File: src/rtl/cpu_output_serializer_if.sv
// Byte-wide valid/ready stream from the serializer toward a UART or debug host.
interface cpu_output_serializer_if;
    logic [7:0] byteData;
    logic       byteValid;
    logic       byteReady;

    modport master (output byteData, output byteValid, input byteReady);
    modport slave  (input byteData, input byteValid, output byteReady);
endinterface

File: src/rtl/cpu_output_serializer.sv
// Buffers CPU write-back words in a FIFO and streams them out MSB byte first
// over a valid/ready byte interface; flags dropped captures with a sticky overflow.
module cpu_output_serializer #(
    parameter int WIDTH = 16,
    parameter int DEPTH = 8
) (
    input  logic                       clock,
    input  logic                       reset,
    input  logic                       outFlag,
    input  logic [WIDTH-1:0]           out,
    cpu_output_serializer_if.master    byte_if,
    output logic                       full,
    output logic                       empty,
    output logic                       overflow,
    output logic [$clog2(DEPTH):0]     count
);
    localparam int NB = WIDTH / 8;
    localparam int IW = (NB > 1) ? $clog2(NB) : 1;
    localparam int PW = $clog2(DEPTH);
    localparam int CW = PW + 1;

    typedef enum logic {IDLE, SEND} state_t;

    logic [WIDTH-1:0] r_mem [DEPTH];
    logic [PW-1:0]    r_wr_ptr;
    logic [PW-1:0]    r_rd_ptr;
    logic [CW-1:0]    r_count;
    logic             r_overflow;
    state_t           r_state;
    logic [IW-1:0]    r_idx;
    logic [WIDTH-1:0] r_shift;
    logic [7:0]       r_byte_data;
    logic             r_byte_valid;

    state_t           w_state_next;
    logic [IW-1:0]    w_idx_next;
    logic [IW-1:0]    w_idx_inc;
    logic [7:0]       w_byte_data_next;
    logic             w_byte_valid_next;
    logic             w_push;
    logic             w_pop;
    logic             w_xfer;
    logic             w_last;
    logic [WIDTH-1:0] w_rd_word;
    logic [7:0]       w_bytes [NB];

    // Byte lanes of the shift register, lane 0 is the most significant byte.
    generate
        for (genvar gi = 0; gi < NB; gi++) begin : g_lane
            assign w_bytes[gi] = r_shift[WIDTH-1-8*gi -: 8];
        end
    endgenerate

    assign full      = (r_count == CW'(DEPTH));
    assign empty     = (r_count == '0);
    assign overflow  = r_overflow;
    assign count     = r_count;
    assign w_push    = outFlag & ~full;
    assign w_rd_word = r_mem[r_rd_ptr];
    assign w_xfer    = r_byte_valid & byte_if.byteReady;
    assign w_last    = (r_idx == IW'(NB - 1));
    assign w_idx_inc = r_idx + 1'b1;

    assign byte_if.byteData  = r_byte_data;
    assign byte_if.byteValid = r_byte_valid;

    always_comb begin
        w_state_next      = r_state;
        w_idx_next        = r_idx;
        w_pop             = 1'b0;
        w_byte_valid_next = r_byte_valid;
        w_byte_data_next  = r_byte_data;
        case (r_state)
            IDLE: begin
                if (!empty) begin
                    w_pop             = 1'b1;
                    w_idx_next        = '0;
                    w_state_next      = SEND;
                    w_byte_valid_next = 1'b1;
                    w_byte_data_next  = w_rd_word[WIDTH-1 -: 8];
                end
            end
            SEND: begin
                if (w_xfer) begin
                    if (!w_last) begin
                        w_idx_next       = w_idx_inc;
                        w_byte_data_next = w_bytes[w_idx_inc];
                    end else if (!empty) begin
                        // Chain straight into the next word so the stream has no bubble.
                        w_pop            = 1'b1;
                        w_idx_next       = '0;
                        w_byte_data_next = w_rd_word[WIDTH-1 -: 8];
                    end else begin
                        w_state_next      = IDLE;
                        w_byte_valid_next = 1'b0;
                    end
                end
            end
            default: w_state_next = IDLE;
        endcase
    end

    always_ff @(posedge clock or negedge reset) begin
        if (!reset) begin
            r_state      <= IDLE;
            r_idx        <= '0;
            r_shift      <= '0;
            r_byte_data  <= '0;
            r_byte_valid <= 1'b0;
            r_wr_ptr     <= '0;
            r_rd_ptr     <= '0;
            r_count      <= '0;
            r_overflow   <= 1'b0;
        end else begin
            r_state      <= w_state_next;
            r_idx        <= w_idx_next;
            r_byte_data  <= w_byte_data_next;
            r_byte_valid <= w_byte_valid_next;
            if (w_pop) begin
                r_shift  <= w_rd_word;
                r_rd_ptr <= r_rd_ptr + 1'b1;
            end
            if (w_push) begin
                r_wr_ptr <= r_wr_ptr + 1'b1;
            end
            case ({w_push, w_pop})
                2'b10:   r_count <= r_count + 1'b1;
                2'b01:   r_count <= r_count - 1'b1;
                default: r_count <= r_count;
            endcase
            // Full is judged on the pre-edge count, so a same-cycle pop never rescues the word.
            if (outFlag && full) begin
                r_overflow <= 1'b1;
            end
        end
    end

    always_ff @(posedge clock) begin
        if (w_push) begin
            r_mem[r_wr_ptr] <= out;
        end
    end
endmodule

File: src/flat_wrapper.sv
// flat-port wrapper written by rule: the top's interface ports become plain ports
module cpu_output_serializer_flat 
#(
    parameter int WIDTH = 16,
    parameter int DEPTH = 8
)
  (clock, reset, outFlag, out, full, empty, overflow, count, byte_if_byteData, byte_if_byteValid, byte_if_byteReady);
  cpu_output_serializer_if byte_if_i ();
  input  logic clock;
  input  logic reset;
  input  logic outFlag;
  input  logic [WIDTH-1:0] out;
  output logic full;
  output logic empty;
  output logic overflow;
  output logic [$clog2(DEPTH):0] count;
  output wire logic [$bits(byte_if_i.byteData)-1:0] byte_if_byteData;
  output wire logic [$bits(byte_if_i.byteValid)-1:0] byte_if_byteValid;
  input wire logic [$bits(byte_if_i.byteReady)-1:0] byte_if_byteReady;
  assign byte_if_byteData = byte_if_i.byteData;
  assign byte_if_byteValid = byte_if_i.byteValid;
  assign byte_if_i.byteReady = byte_if_byteReady;
  cpu_output_serializer #(.WIDTH(WIDTH), .DEPTH(DEPTH)) u_core (.clock(clock), .reset(reset), .outFlag(outFlag), .out(out), .byte_if(byte_if_i), .full(full), .empty(empty), .overflow(overflow), .count(count));
endmodule
File: config.mk
export PLATFORM = sky130hd
export DESIGN_NAME = cpu_output_serializer_flat
export DESIGN_NICKNAME = d
export VERILOG_FILES = /design/src/rtl/cpu_output_serializer_if.sv /design/src/rtl/cpu_output_serializer.sv /design/src/flat_wrapper.sv
export SDC_FILE = /design/constraint.sdc
export NUM_CORES = 1
export LEC_CHECK = 0
export CAP_MARGIN = 0
export CORE_MARGIN = 5
export CORE_UTILIZATION = 50
export CTS_CLUSTER_SIZE = 40
export DETAILED_ROUTE_END_ITERATION = 10
export PLACE_DENSITY = 0.74
export SYNTH_ARGS = -nofsm -noshare
export SYNTH_HDL_FRONTEND = slang
export SYNTH_SLANG_ARGS = --single-unit
File: constraint.sdc
create_clock -name clock -period 9.1 [get_ports clock]
set_input_delay 2.73 -clock clock [delete_from_list [all_inputs] [get_ports clock]]
set_output_delay 2.73 -clock clock [all_outputs]
set_load 0.01 [all_outputs]
==> flow_summary.yaml <==
sta:
  worst_slack_ns: 4.12
  fmax_mhz: 201
  slew_headroom_pct: 50.9
  period_share_pct: 54.7
  finalClockSkew_ns: 0.00586
  setup_viol_count_final: 0
  final_max_slew_viol_count: 0
  worst_pin_slew_ns: 0.737
  min_period_ns: 4.98
  setup_tns_ns: 0
  rsz0062_at_grt: "false"
  hold_viol_final: 0
pwr:
  intPower_mw: 1.63
  powerDensity_nw_per_um2: 316
  p_sw_mw: 0.675
  clockPowerShare_pct: 26.7
  ir_drop_uv: 150
  p_leak_nw: 2.54
  swShare_pct: 29.3
  power.total_mw: 2.30
  seq_power_share_pct: 44.5
  pwr-share-comb_pct: 28.8
yosys:
  synth_top_family_by_area: "multiplexers"
  yosys-mux-area-fraction_pct: 14.7
  ys_top_cells_by_area: "edfxtp_1 (62%), dfrtp_1 (12%), mux4_2 (9.4%)"
  netlist_top_cells_count: "edfxtp_1 (128), dfrtp_1 (30), mux4_2 (26), nand2_1 (22)"
  synth-xor-area-share_pct: 1.27
  synth-adder-area-share_pct: 1.01
  yosys.area.top_type_share_pct: 61.8
  yosys.area.top_type: "edfxtp_1"
  ys_ff_latch: 158
  yosysWarnings: 0
  syn_area_per_cell_um2: 19.6
  synthFlopType: "edfxtp_1"
  postSynth.asyncResetShare_pct: 19.0
  synth_simple_gate_area_share_pct: 3.94
  synth_nets: 342
  netlist_area_um2: 6220
  yosysMostFrequentCell: "edfxtp_1"
  synth_compound_area_share_pct: 3.04
  synth-seq-area-share_pct: 73.9
  syn_inst: 317
  synth_edf_count: 128
  yosysUniqueCellTypes: 38
die:
  placementRows: 40
  die_area_um2: 14800
  core_um2: 12100
  pin_count: 36
  die_x_um: 122
  initial_core_util_pct: 51.3
  die_h_um: 122
routing:
  dr.pass1.iters: 4
  wire_per_inst_um: 20.8
  via_count: 3021
  route.detailed.drc: 0
  drt_first_iter_violations: 267
  wl_mm: 11.4
  via_per_inst: 5.52
  antenna_left: 0
layout:
  drive_above_1_share_pct: 18.5
  finalNetCount: 393
  area_growth_pct: 17.1
  seq_area_um2: 4600
  fill_cells: 880
  n_antenna_cell: 0
  multiInputGateArea_um2: 1520
  fin_area_um2: 7280
hold_path:
  holdPathStages: 1
  hp-class: "flip-flop to flip-flop"
cts:
  ctsHtreeMaxLevel: 4
  numCtsBuffers: 17
  clock_latency_ns: 0.42
  cts.sinks: 158
  clk_pin_slew_ns: 0.06
  cts_buffer_depth: 2
  cts_resized: 0
  cts_root_buf: "clkbuf_16"
  cts_tree: "yes"
  cts_setup_buffers: 0
  hold_buffers: 0
global_routing:
  grt.overflow.total: 0
  antenna_found_initial: 0
  grt_usage_pct: 17.1
  grt_pass1_vias: 3203
  grt_pass1_wl_mm: 18.1
  grt_start_max_net_pins: 32
place:
  place_hpwl_mm: 6.92
  place_area_um2: 6770
  io_buffers: 35
  post-place-ws_ns: 3.70
  gp_congestion: 0.745
worst_setup_path:
  cp-startpoint: "byte_if_byteReady"
  cpMaxStageDelayCell: "a21o_1"
  worst_path_dominant_cell_family: "compound AO/OA/AOI/OAI gates"
  reg2reg_depth: 10
  cp_max_fo: 27
  cp-endpoint: "u_core.count[2]"
  cp_slowest_stage_delay_ns: 0.61
  path_cells: "clkdlybuf4s50_1 > nand3_1 > a21o_1 > inv_1 > ha_1 > xor2_1 > ha_1 > a21oi_1 > xor2_1 > nor2_1 > xor2_1"
  cp.depth: 11
  crit_arrival_ns: 5.27
  r2r_end: "u_core.count[2]"
  path_buf_inv: 2
  start_kind: "primary input"
  critPathKind: "primary input to flip-flop"
  reg2reg_slack_ns: 5.99
  r2r_start: "u_core.count[2]"
  cp_data_required_time_ns: 9.39
  end_kind: "flip-flop"
  crit_path_frequent_cell: "xor2_1"
run_status:
  status: "completed"
flow_run:
  maxCapViolations: 0
[flip-flops by register name, summed over array words and instances (netlist names)]
name / count
u_core.r_mem: 128
u_core.byte_if.byteData: 8
u_core.r_shift: 8
u_core.count: 4
u_core.r_rd_ptr: 3
u_core.r_wr_ptr: 3
u_core.byte_if.byteValid: 1
u_core.overflow: 1
u_core.r_idx: 1
u_core.r_state: 1
[area by class of cell]
cell class	count	share of cell area [%]
clock buffer	18	5.89
clock inverter	12	1.10
inverter	3	0.155
multi-input combinational	141	20.8
tap	168	2.89
sequential	158	63.1
timing repair buffer	47	6.05
[logic make-up after synthesis]
logic type / Yosys count
flops: 158
fa+ha+maj: 5
mux: 49
simple gates: 52
compound gates: 26
buf+inv: 18
xor+xnor: 9
[power by group through the flow]
stage | Clock [mW] | Sequential (mW) | Combinational [mW]
after CTS | 0.626 | 1.03 | 0.680
final | 0.615 | 1.02 | 0.664
after floorplan | 0 | 1.02 | 0.482
after global routing | 0.660 | 1.04 | 0.726
after detailed placement | 0 | 1.04 | 0.677
after global placement | 0 | 1.03 | 0.668
[layout by cell type (no fill, tap or decap), drive strengths merged]
cell	n
a211o	1
a21o	2
a21oi	3
a221o	8
a22o	1
a31oi	1
a41oi	1
and2b	1
buf	12
bufinv	1
clkbuf	18
clkdlybuf4s50	35
clkinv	10
clkinvlp	1
dfrtp	30
edfxtp	128
ha	5
inv	3
mux2	1
mux2i	16
mux4	32
nand2	22
nand2b	3
nand3	1
nand3b	1
nor2	16
nor3	4
nor3b	1
nor4	2
nor4b	1
o21ai	8
o22ai	1
xnor2	5
xor2	4
[metal layers]
metal	part of all wire [%]	up-vias	track usage, %
li1	-	1367	-
met1	42	1560	21.0
met2	51	80	28.3
met3	5.3	14	5.50
met4	1.6	0	6.79
met5	0	-	0
[stage by stage]
stage	utilization (%)	hold slack, ns	std cells
5_1_grt	60.1	0.475	547
2_1_floorplan	-	0.450	317
3_5_place_dp	55.9	0.452	517
4_1_cts	60.1	0.465	547
3_3_place_gp	55.9	0.441	517
6_report	60.1	0.457	547
[worst min-delay path by stage]
stage	start	to
floorplan	u_core.r_shift[0]	u_core.r_shift[0]
global placement	u_core.overflow	u_core.overflow
detailed placement	u_core.overflow	u_core.overflow
CTS	u_core.overflow	u_core.overflow
global route	u_core.overflow	u_core.overflow
finish	u_core.overflow	u_core.overflow
Power figures use the tool's default switching activity.
